==> config.mk <==
export PLATFORM = sky130hd
export DESIGN_NAME = alu_arbiter_2req_flat
export DESIGN_NICKNAME = d
export VERILOG_FILES = /design/src/rtl/alu_arbiter_2req_if.sv /design/src/rtl/alu_arbiter_2req.sv /design/src/flat_wrapper.sv
export SDC_FILE = /design/constraint.sdc
export NUM_CORES = 1
export LEC_CHECK = 0
export CELL_PAD_IN_SITES_DETAIL_PLACEMENT = 2
export CELL_PAD_IN_SITES_GLOBAL_PLACEMENT = 2
export CORE_MARGIN = 2
export CORE_UTILIZATION = 21
export DETAILED_ROUTE_END_ITERATION = 6
export PLACE_DENSITY_LB_ADDON = 0.1
export SLEW_MARGIN = 20
export SYNTH_ARGS = -nofsm -noshare
export SYNTH_HDL_FRONTEND = slang
export SYNTH_SLANG_ARGS = --single-unit
==> constraint.sdc <==
create_clock -name clk -period 5.5 [get_ports clk]
set_clock_uncertainty 0.15 [all_clocks]
set_input_delay 1.1 -clock clk [delete_from_list [all_inputs] [get_ports clk]]
set_output_delay 1.1 -clock clk [all_outputs]
set_load 0.05 [all_outputs]
==> src/rtl/alu_arbiter_2req_if.sv <==
// Request/response/ALU bundle for the two-requester ALU arbiter.
// The slave modport is the arbiter's view; master is the client/ALU side.
interface alu_arbiter_2req_if #(
  parameter int WIDTH = 32
);
  // requester 0 request channel
  logic             req0_valid;
  logic             req0_ready;
  logic [1:0]       req0_op;
  logic [WIDTH-1:0] req0_a;
  logic [WIDTH-1:0] req0_b;
  // requester 1 request channel
  logic             req1_valid;
  logic             req1_ready;
  logic [1:0]       req1_op;
  logic [WIDTH-1:0] req1_a;
  logic [WIDTH-1:0] req1_b;
  // response channels
  logic             rsp0_valid;
  logic             rsp0_ready;
  logic [WIDTH-1:0] rsp0_data;
  logic             rsp1_valid;
  logic             rsp1_ready;
  logic [WIDTH-1:0] rsp1_data;
  // shared ALU
  logic [1:0]       alu_c;
  logic [WIDTH-1:0] alu_a;
  logic [WIDTH-1:0] alu_b;
  logic [WIDTH-1:0] alu_y;

  modport slave (
    input  req0_valid, req0_op, req0_a, req0_b,
    output req0_ready,
    input  req1_valid, req1_op, req1_a, req1_b,
    output req1_ready,
    output rsp0_valid, rsp0_data,
    input  rsp0_ready,
    output rsp1_valid, rsp1_data,
    input  rsp1_ready,
    output alu_c, alu_a, alu_b,
    input  alu_y
  );

  modport master (
    output req0_valid, req0_op, req0_a, req0_b,
    input  req0_ready,
    output req1_valid, req1_op, req1_a, req1_b,
    input  req1_ready,
    input  rsp0_valid, rsp0_data,
    output rsp0_ready,
    input  rsp1_valid, rsp1_data,
    output rsp1_ready,
    input  alu_c, alu_a, alu_b,
    output alu_y
  );
endinterface

==> src/rtl/alu_arbiter_2req.sv <==
// Round-robin arbiter sharing one external combinational ALU between two
// requesters. One operation is in flight at a time: IDLE grants, EXEC
// presents registered operands to the ALU, RESP holds the captured result
// until the owning requester takes it.

// Protocol properties of the arbiter's handshakes.
module alu_arbiter_2req_chk (
  input logic clk,
  input logic rst,
  input logic idle,
  input logic req0_valid,
  input logic req0_ready,
  input logic req1_valid,
  input logic req1_ready,
  input logic rsp0_valid,
  input logic rsp1_valid
);
  a_one_ready : assert property (@(posedge clk) disable iff (rst)
    !(req0_ready && req1_ready));
  a_ready0_valid : assert property (@(posedge clk) disable iff (rst)
    req0_ready |-> req0_valid);
  a_ready1_valid : assert property (@(posedge clk) disable iff (rst)
    req1_ready |-> req1_valid);
  a_ready_idle : assert property (@(posedge clk) disable iff (rst)
    (req0_ready || req1_ready) |-> idle);
  a_one_rsp : assert property (@(posedge clk) disable iff (rst)
    !(rsp0_valid && rsp1_valid));
  a_rsp_not_idle : assert property (@(posedge clk) disable iff (rst)
    (rsp0_valid || rsp1_valid) |-> !idle);
endmodule

module alu_arbiter_2req #(
  parameter int WIDTH = 32,
  parameter int CNT_W = 16
) (
  input  logic                 clk,
  input  logic                 rst,
  alu_arbiter_2req_if.slave    bus,
  output logic                 busy,
  output logic [CNT_W-1:0]     done_count
);

  typedef enum logic [1:0] {
    IDLE = 2'd0,
    EXEC = 2'd1,
    RESP = 2'd2
  } state_t;

  state_t             state_r;
  state_t             state_nxt_s;

  logic               grant_s;
  logic               acc0_s;
  logic               acc1_s;
  logic               rsp_hs_s;

  logic [1:0]         alu_c_r;
  logic [WIDTH-1:0]   alu_a_r;
  logic [WIDTH-1:0]   alu_b_r;
  logic [WIDTH-1:0]   result_r;
  logic               owner_r;
  logic               last_grant_r;
  logic               rsp0_valid_r;
  logic               rsp1_valid_r;
  logic               busy_r;
  logic [CNT_W-1:0]   done_count_r;

  // Round-robin pick: a lone requester wins, a tie goes to whoever was not granted last.
  always_comb begin
    grant_s = 1'b0;
    if (bus.req0_valid && bus.req1_valid) begin
      grant_s = ~last_grant_r;
    end else if (bus.req1_valid) begin
      grant_s = 1'b1;
    end else begin
      grant_s = 1'b0;
    end
  end

  // Request acceptance: only in IDLE, only the granted and valid requester.
  always_comb begin
    acc0_s = 1'b0;
    acc1_s = 1'b0;
    if (state_r == IDLE) begin
      acc0_s = bus.req0_valid && !grant_s;
      acc1_s = bus.req1_valid &&  grant_s;
    end else begin
      acc0_s = 1'b0;
      acc1_s = 1'b0;
    end
  end

  assign bus.req0_ready = acc0_s;
  assign bus.req1_ready = acc1_s;

  // Response handshake: only the owner's valid is ever high, so its ready alone matters.
  always_comb begin
    rsp_hs_s = 1'b0;
    if (rsp0_valid_r && bus.rsp0_ready) begin
      rsp_hs_s = 1'b1;
    end else if (rsp1_valid_r && bus.rsp1_ready) begin
      rsp_hs_s = 1'b1;
    end else begin
      rsp_hs_s = 1'b0;
    end
  end

  // Next-state logic for the IDLE/EXEC/RESP sequence.
  always_comb begin
    state_nxt_s = state_r;
    case (state_r)
      IDLE: begin
        if (acc0_s || acc1_s) begin
          state_nxt_s = EXEC;
        end else begin
          state_nxt_s = IDLE;
        end
      end
      EXEC: begin
        state_nxt_s = RESP;
      end
      RESP: begin
        if (rsp_hs_s) begin
          state_nxt_s = IDLE;
        end else begin
          state_nxt_s = RESP;
        end
      end
      default: begin
        state_nxt_s = IDLE;
      end
    endcase
  end

  // State register; busy is registered alongside so it tracks state != IDLE exactly.
  always_ff @(posedge clk or posedge rst) begin
    if (rst) begin
      state_r <= IDLE;
      busy_r  <= 1'b0;
    end else begin
      state_r <= state_nxt_s;
      busy_r  <= (state_nxt_s != IDLE);
    end
  end

  // Operand capture on acceptance; ALU inputs hold their last values otherwise.
  always_ff @(posedge clk or posedge rst) begin
    if (rst) begin
      alu_c_r      <= 2'b00;
      alu_a_r      <= {WIDTH{1'b0}};
      alu_b_r      <= {WIDTH{1'b0}};
      owner_r      <= 1'b0;
      last_grant_r <= 1'b1;
    end else if (acc0_s) begin
      alu_c_r      <= bus.req0_op;
      alu_a_r      <= bus.req0_a;
      alu_b_r      <= bus.req0_b;
      owner_r      <= 1'b0;
      last_grant_r <= 1'b0;
    end else if (acc1_s) begin
      alu_c_r      <= bus.req1_op;
      alu_a_r      <= bus.req1_a;
      alu_b_r      <= bus.req1_b;
      owner_r      <= 1'b1;
      last_grant_r <= 1'b1;
    end else begin
      alu_c_r      <= alu_c_r;
      alu_a_r      <= alu_a_r;
      alu_b_r      <= alu_b_r;
      owner_r      <= owner_r;
      last_grant_r <= last_grant_r;
    end
  end

  // Result capture at the end of EXEC, once the ALU has seen stable operands for a cycle.
  always_ff @(posedge clk or posedge rst) begin
    if (rst) begin
      result_r <= {WIDTH{1'b0}};
    end else if (state_r == EXEC) begin
      result_r <= bus.alu_y;
    end else begin
      result_r <= result_r;
    end
  end

  // Response valids: raised for the owner on entry to RESP, dropped on its handshake.
  always_ff @(posedge clk or posedge rst) begin
    if (rst) begin
      rsp0_valid_r <= 1'b0;
      rsp1_valid_r <= 1'b0;
    end else begin
      case (state_r)
        EXEC: begin
          rsp0_valid_r <= ~owner_r;
          rsp1_valid_r <=  owner_r;
        end
        RESP: begin
          if (rsp_hs_s) begin
            rsp0_valid_r <= 1'b0;
            rsp1_valid_r <= 1'b0;
          end else begin
            rsp0_valid_r <= rsp0_valid_r;
            rsp1_valid_r <= rsp1_valid_r;
          end
        end
        default: begin
          rsp0_valid_r <= 1'b0;
          rsp1_valid_r <= 1'b0;
        end
      endcase
    end
  end

  // Completed-response counter; wraps naturally at 2^CNT_W.
  always_ff @(posedge clk or posedge rst) begin
    if (rst) begin
      done_count_r <= {CNT_W{1'b0}};
    end else if (rsp_hs_s) begin
      done_count_r <= done_count_r + {{(CNT_W-1){1'b0}}, 1'b1};
    end else begin
      done_count_r <= done_count_r;
    end
  end

  assign bus.alu_c      = alu_c_r;
  assign bus.alu_a      = alu_a_r;
  assign bus.alu_b      = alu_b_r;
  assign bus.rsp0_valid = rsp0_valid_r;
  assign bus.rsp1_valid = rsp1_valid_r;
  // Non-owner data reads as zero so a stale result never leaks to the other client.
  assign bus.rsp0_data  = owner_r ? {WIDTH{1'b0}} : result_r;
  assign bus.rsp1_data  = owner_r ? result_r : {WIDTH{1'b0}};
  assign busy           = busy_r;
  assign done_count     = done_count_r;

  alu_arbiter_2req_chk u_chk (
    .clk        (clk),
    .rst        (rst),
    .idle       (state_r == IDLE),
    .req0_valid (bus.req0_valid),
    .req0_ready (bus.req0_ready),
    .req1_valid (bus.req1_valid),
    .req1_ready (bus.req1_ready),
    .rsp0_valid (bus.rsp0_valid),
    .rsp1_valid (bus.rsp1_valid)
  );

endmodule

==> src/flat_wrapper.sv <==
// flat-port wrapper written by rule: the top's interface ports become plain ports
module alu_arbiter_2req_flat 
#(
  parameter int WIDTH = 32,
  parameter int CNT_W = 16
)
  (clk, rst, busy, done_count, bus_req0_valid, bus_req0_op, bus_req0_a, bus_req0_b, bus_req0_ready, bus_req1_valid, bus_req1_op, bus_req1_a, bus_req1_b, bus_req1_ready, bus_rsp0_valid, bus_rsp0_data, bus_rsp0_ready, bus_rsp1_valid, bus_rsp1_data, bus_rsp1_ready, bus_alu_c, bus_alu_a, bus_alu_b, bus_alu_y);
  alu_arbiter_2req_if #(.WIDTH(WIDTH)) bus_i ();
  input  logic clk;
  input  logic rst;
  output logic busy;
  output logic [CNT_W-1:0] done_count;
  input wire logic [$bits(bus_i.req0_valid)-1:0] bus_req0_valid;
  input wire logic [$bits(bus_i.req0_op)-1:0] bus_req0_op;
  input wire logic [$bits(bus_i.req0_a)-1:0] bus_req0_a;
  input wire logic [$bits(bus_i.req0_b)-1:0] bus_req0_b;
  output wire logic [$bits(bus_i.req0_ready)-1:0] bus_req0_ready;
  input wire logic [$bits(bus_i.req1_valid)-1:0] bus_req1_valid;
  input wire logic [$bits(bus_i.req1_op)-1:0] bus_req1_op;
  input wire logic [$bits(bus_i.req1_a)-1:0] bus_req1_a;
  input wire logic [$bits(bus_i.req1_b)-1:0] bus_req1_b;
  output wire logic [$bits(bus_i.req1_ready)-1:0] bus_req1_ready;
  output wire logic [$bits(bus_i.rsp0_valid)-1:0] bus_rsp0_valid;
  output wire logic [$bits(bus_i.rsp0_data)-1:0] bus_rsp0_data;
  input wire logic [$bits(bus_i.rsp0_ready)-1:0] bus_rsp0_ready;
  output wire logic [$bits(bus_i.rsp1_valid)-1:0] bus_rsp1_valid;
  output wire logic [$bits(bus_i.rsp1_data)-1:0] bus_rsp1_data;
  input wire logic [$bits(bus_i.rsp1_ready)-1:0] bus_rsp1_ready;
  output wire logic [$bits(bus_i.alu_c)-1:0] bus_alu_c;
  output wire logic [$bits(bus_i.alu_a)-1:0] bus_alu_a;
  output wire logic [$bits(bus_i.alu_b)-1:0] bus_alu_b;
  input wire logic [$bits(bus_i.alu_y)-1:0] bus_alu_y;
  assign bus_i.req0_valid = bus_req0_valid;
  assign bus_i.req0_op = bus_req0_op;
  assign bus_i.req0_a = bus_req0_a;
  assign bus_i.req0_b = bus_req0_b;
  assign bus_req0_ready = bus_i.req0_ready;
  assign bus_i.req1_valid = bus_req1_valid;
  assign bus_i.req1_op = bus_req1_op;
  assign bus_i.req1_a = bus_req1_a;
  assign bus_i.req1_b = bus_req1_b;
  assign bus_req1_ready = bus_i.req1_ready;
  assign bus_rsp0_valid = bus_i.rsp0_valid;
  assign bus_rsp0_data = bus_i.rsp0_data;
  assign bus_i.rsp0_ready = bus_rsp0_ready;
  assign bus_rsp1_valid = bus_i.rsp1_valid;
  assign bus_rsp1_data = bus_i.rsp1_data;
  assign bus_i.rsp1_ready = bus_rsp1_ready;
  assign bus_alu_c = bus_i.alu_c;
  assign bus_alu_a = bus_i.alu_a;
  assign bus_alu_b = bus_i.alu_b;
  assign bus_i.alu_y = bus_alu_y;
  alu_arbiter_2req #(.WIDTH(WIDTH), .CNT_W(CNT_W)) u_core (.clk(clk), .rst(rst), .bus(bus_i), .busy(busy), .done_count(done_count));
endmodule
==> results.txt <==
final wirelength = 20800 µm
initial antenna violation count = 1
Pwr per Cell Area = 723 mW/mm²
status = finished, final reports clean
largest net degree at the start of global routing = 68
fill count = 2680
most common cell after layout, fill and taps aside = clkdlybuf4s50_1
gpl congestion = 0.729
Net Sw Frac = 0.506
worst setup path class = input port to output port
Die Footprint = 0.0268 mm²
post-cts resize count = 0
CTS tree = yes
Int Power = 3.38 mW
vias in the first global route = 5674
worst skew pair latency = 0.41 ns
total CTS buffers = 17
CP Launch Type = input port
gr ovfl total = 0
Worst EP arrival = 3.14 ns
final instance area = 0.00948 mm²
Final setup viols = 0
ANT nets after route = 0
DRC viols = 0
postcts setup bufs = 0
Leak = 4.03 nW
peak supply drop = 293 µV
switching pwr = 3.47 mW
Fin. Hold Viols = 0
IO Port Bufs = 320
Rel. slew slack = 0.354
maxcap violations = 0
Die Y = 164 µm
clock slew at reported path FFs = 0.06 ns
flops & latches, synth = 121
period utilisation layout = 0.799
Place WS = 1.08 ns
Slew @ Worst Pin = 0.969 ns
Pre-antenna DRT Iters = 4
WL per Instance = 17.7 µm
post-DP HPWL = 15700 µm
# nets final = 1000
Vias per Instance = 4.31
Post-Layout Cell Count = 1172
synth-to-layout area growth = 77.1%
Worst setup EP type = output port
Tot Pwr = 6.85 mW
hold crit path type = register to register
Starting DRT DRC Count = 141
sequential area share after synthesis = 0.566
clk root buf = clkbuf_16
Placed Cells = 1140
Sinks on Clock Net = 121
final core occ = 0.378
fmax = 0.228 GHz
core area = 0.0251 mm²
hold slack = 0.325 ns
global-route wire length before repair = 32400 µm
syn avg cell area = 10.4 µm²
Clk pwr share = 0.160
Fin Setup TNS = 0 ns
die width = 164 µm
via count = 5051
Post-DP Area = 0.00890 mm²
GRT Overall Usage = 0.158
Req. time, crit path = 4.25 ns
Worst Path Max Fanout = 4
RSZ-0062 raised after global routing = false
I/O Pins = 321
synth unique cells = 31
max-slew violation count = 0
share of cells above drive strength 1 = 0.0868
Hold Buf Count CTS = 0
Initial Util = 0.213
part of the power in registers = 0.237
standard-cell row count = 58
CTS Buffer Depth = 2
Syn Nets = 688
setup ws final = 1.11 ns
H-tree levels = 4
most frequent cells in the layout = clkdlybuf4s50_1 (320), nand2_1 (140), dfrtp_1 (119), a22oi_1 (67)
Tmin final = 4.39 ns
yosys warns = 0
part of the power in combinational logic = 0.602
synthesized cell area = 0.00536 mm²
Syn Inst Count = 517
## cells in the mapped netlist (all sizes together)
master / count / area (µm²)
a21boi: 1 / 11.3
a21o: 1 / 7.51
a21oi: 1 / 8.76
a22o: 1 / 8.76
a22oi: 67 / 503
a31oi: 1 / 6.26
and2: 32 / 200
and3: 1 / 6.26
buf: 16 / 88.8
clkbuf: 16 / 60.1
dfrtp: 120 / 3000
dfstp: 1 / 26.3
ha: 1 / 12.5
inv: 6 / 22.5
mux2: 32 / 360
nand2: 140 / 526
nand2b: 2 / 12.5
nand3: 11 / 55.1
nand4: 3 / 18.8
nor2: 6 / 22.5
nor2b: 32 / 200
nor3: 5 / 25.0
nor3b: 1 / 7.51
o21ai: 3 / 15.0
or3b: 1 / 8.76
or4: 1 / 7.51
xnor2: 11 / 96.3
xor2: 4 / 35.0
## routing by layer
layer,global-route usage,share of wire
met1,0.182,0.39
met2,0.274,0.51
met3,0.0545,0.078
met4,0.0546,0.016
met5,0,0
## worst max-delay path, cell delays in order
cell and delay (ns):
clkdlybuf4s50_1 0.62, or3b_1 0.44, a21oi_4 0.14, clkdlybuf4s50_1 0.84
## sequential cells by signal, summed over array words and instances (netlist names)
register               cells
u_core.last_grant_r        1
u_core.busy                1
u_core.owner_r             1
u_core.result_r           32
u_core.bus.alu_b          32
u_core.bus.rsp1_valid      1
u_core.bus.rsp0_valid      1
u_core.state_r             2
u_core.bus.alu_a          32
u_core.done_count         16
u_core.bus.alu_c           2
## cells by family after synthesis
group	after synthesis	synth area share
AO/OA/AOI/OAI	75	0.105
XOR/XNOR	15	0.0245
adder cells (fa/ha/maj)	1	0.00234
buffers and inverters	38	0.0320
flip-flops	121	0.566
multiplexers	32	0.0673
AND/OR/NAND/NOR	235	0.204
## path summary, 6_finish.rpt
path,startpoint,endpoint,slack (ns),cells after the start
min reg2reg,u_core.bus.alu_b[13],u_core.bus.alu_b[13],0.32,2
min,u_core.bus.alu_b[13],u_core.bus.alu_b[13],0.32,2
min in group asynchronous,rst,u_core.bus.alu_a[9],1.01,2
max,bus_req0_valid,bus_req0_ready,1.11,4
max reg2reg,u_core.state_r[1],u_core.bus.alu_b[22],3.21,5
max in group asynchronous,rst,u_core.last_grant_r,3.25,3
## layout make-up
class	instances	area (µm²)	area share
Antenna cell	1	2.50	0.000264
Clock buffer	18	429	0.0453
Clock inverter	13	148	0.0156
Inverter	6	25.0	0.00264
Multi-Input combinational cell	358	2180	0.230
Sequential cell	121	3030	0.320
Tap cell	330	413	0.0435
Timing Repair Buffer	325	3250	0.343
## power by group through the flow
stage	Sequential, mW	Clock, mW	Combinational, mW
after floorplan	2.43	0	1.87
after global placement	1.61	0	4.12
after detailed placement	1.65	0	4.19
after CTS	1.64	1.14	4.20
after global routing	1.70	1.18	4.38
final	1.63	1.10	4.13
No activity file was read; power rests on OpenSTA's default activity.
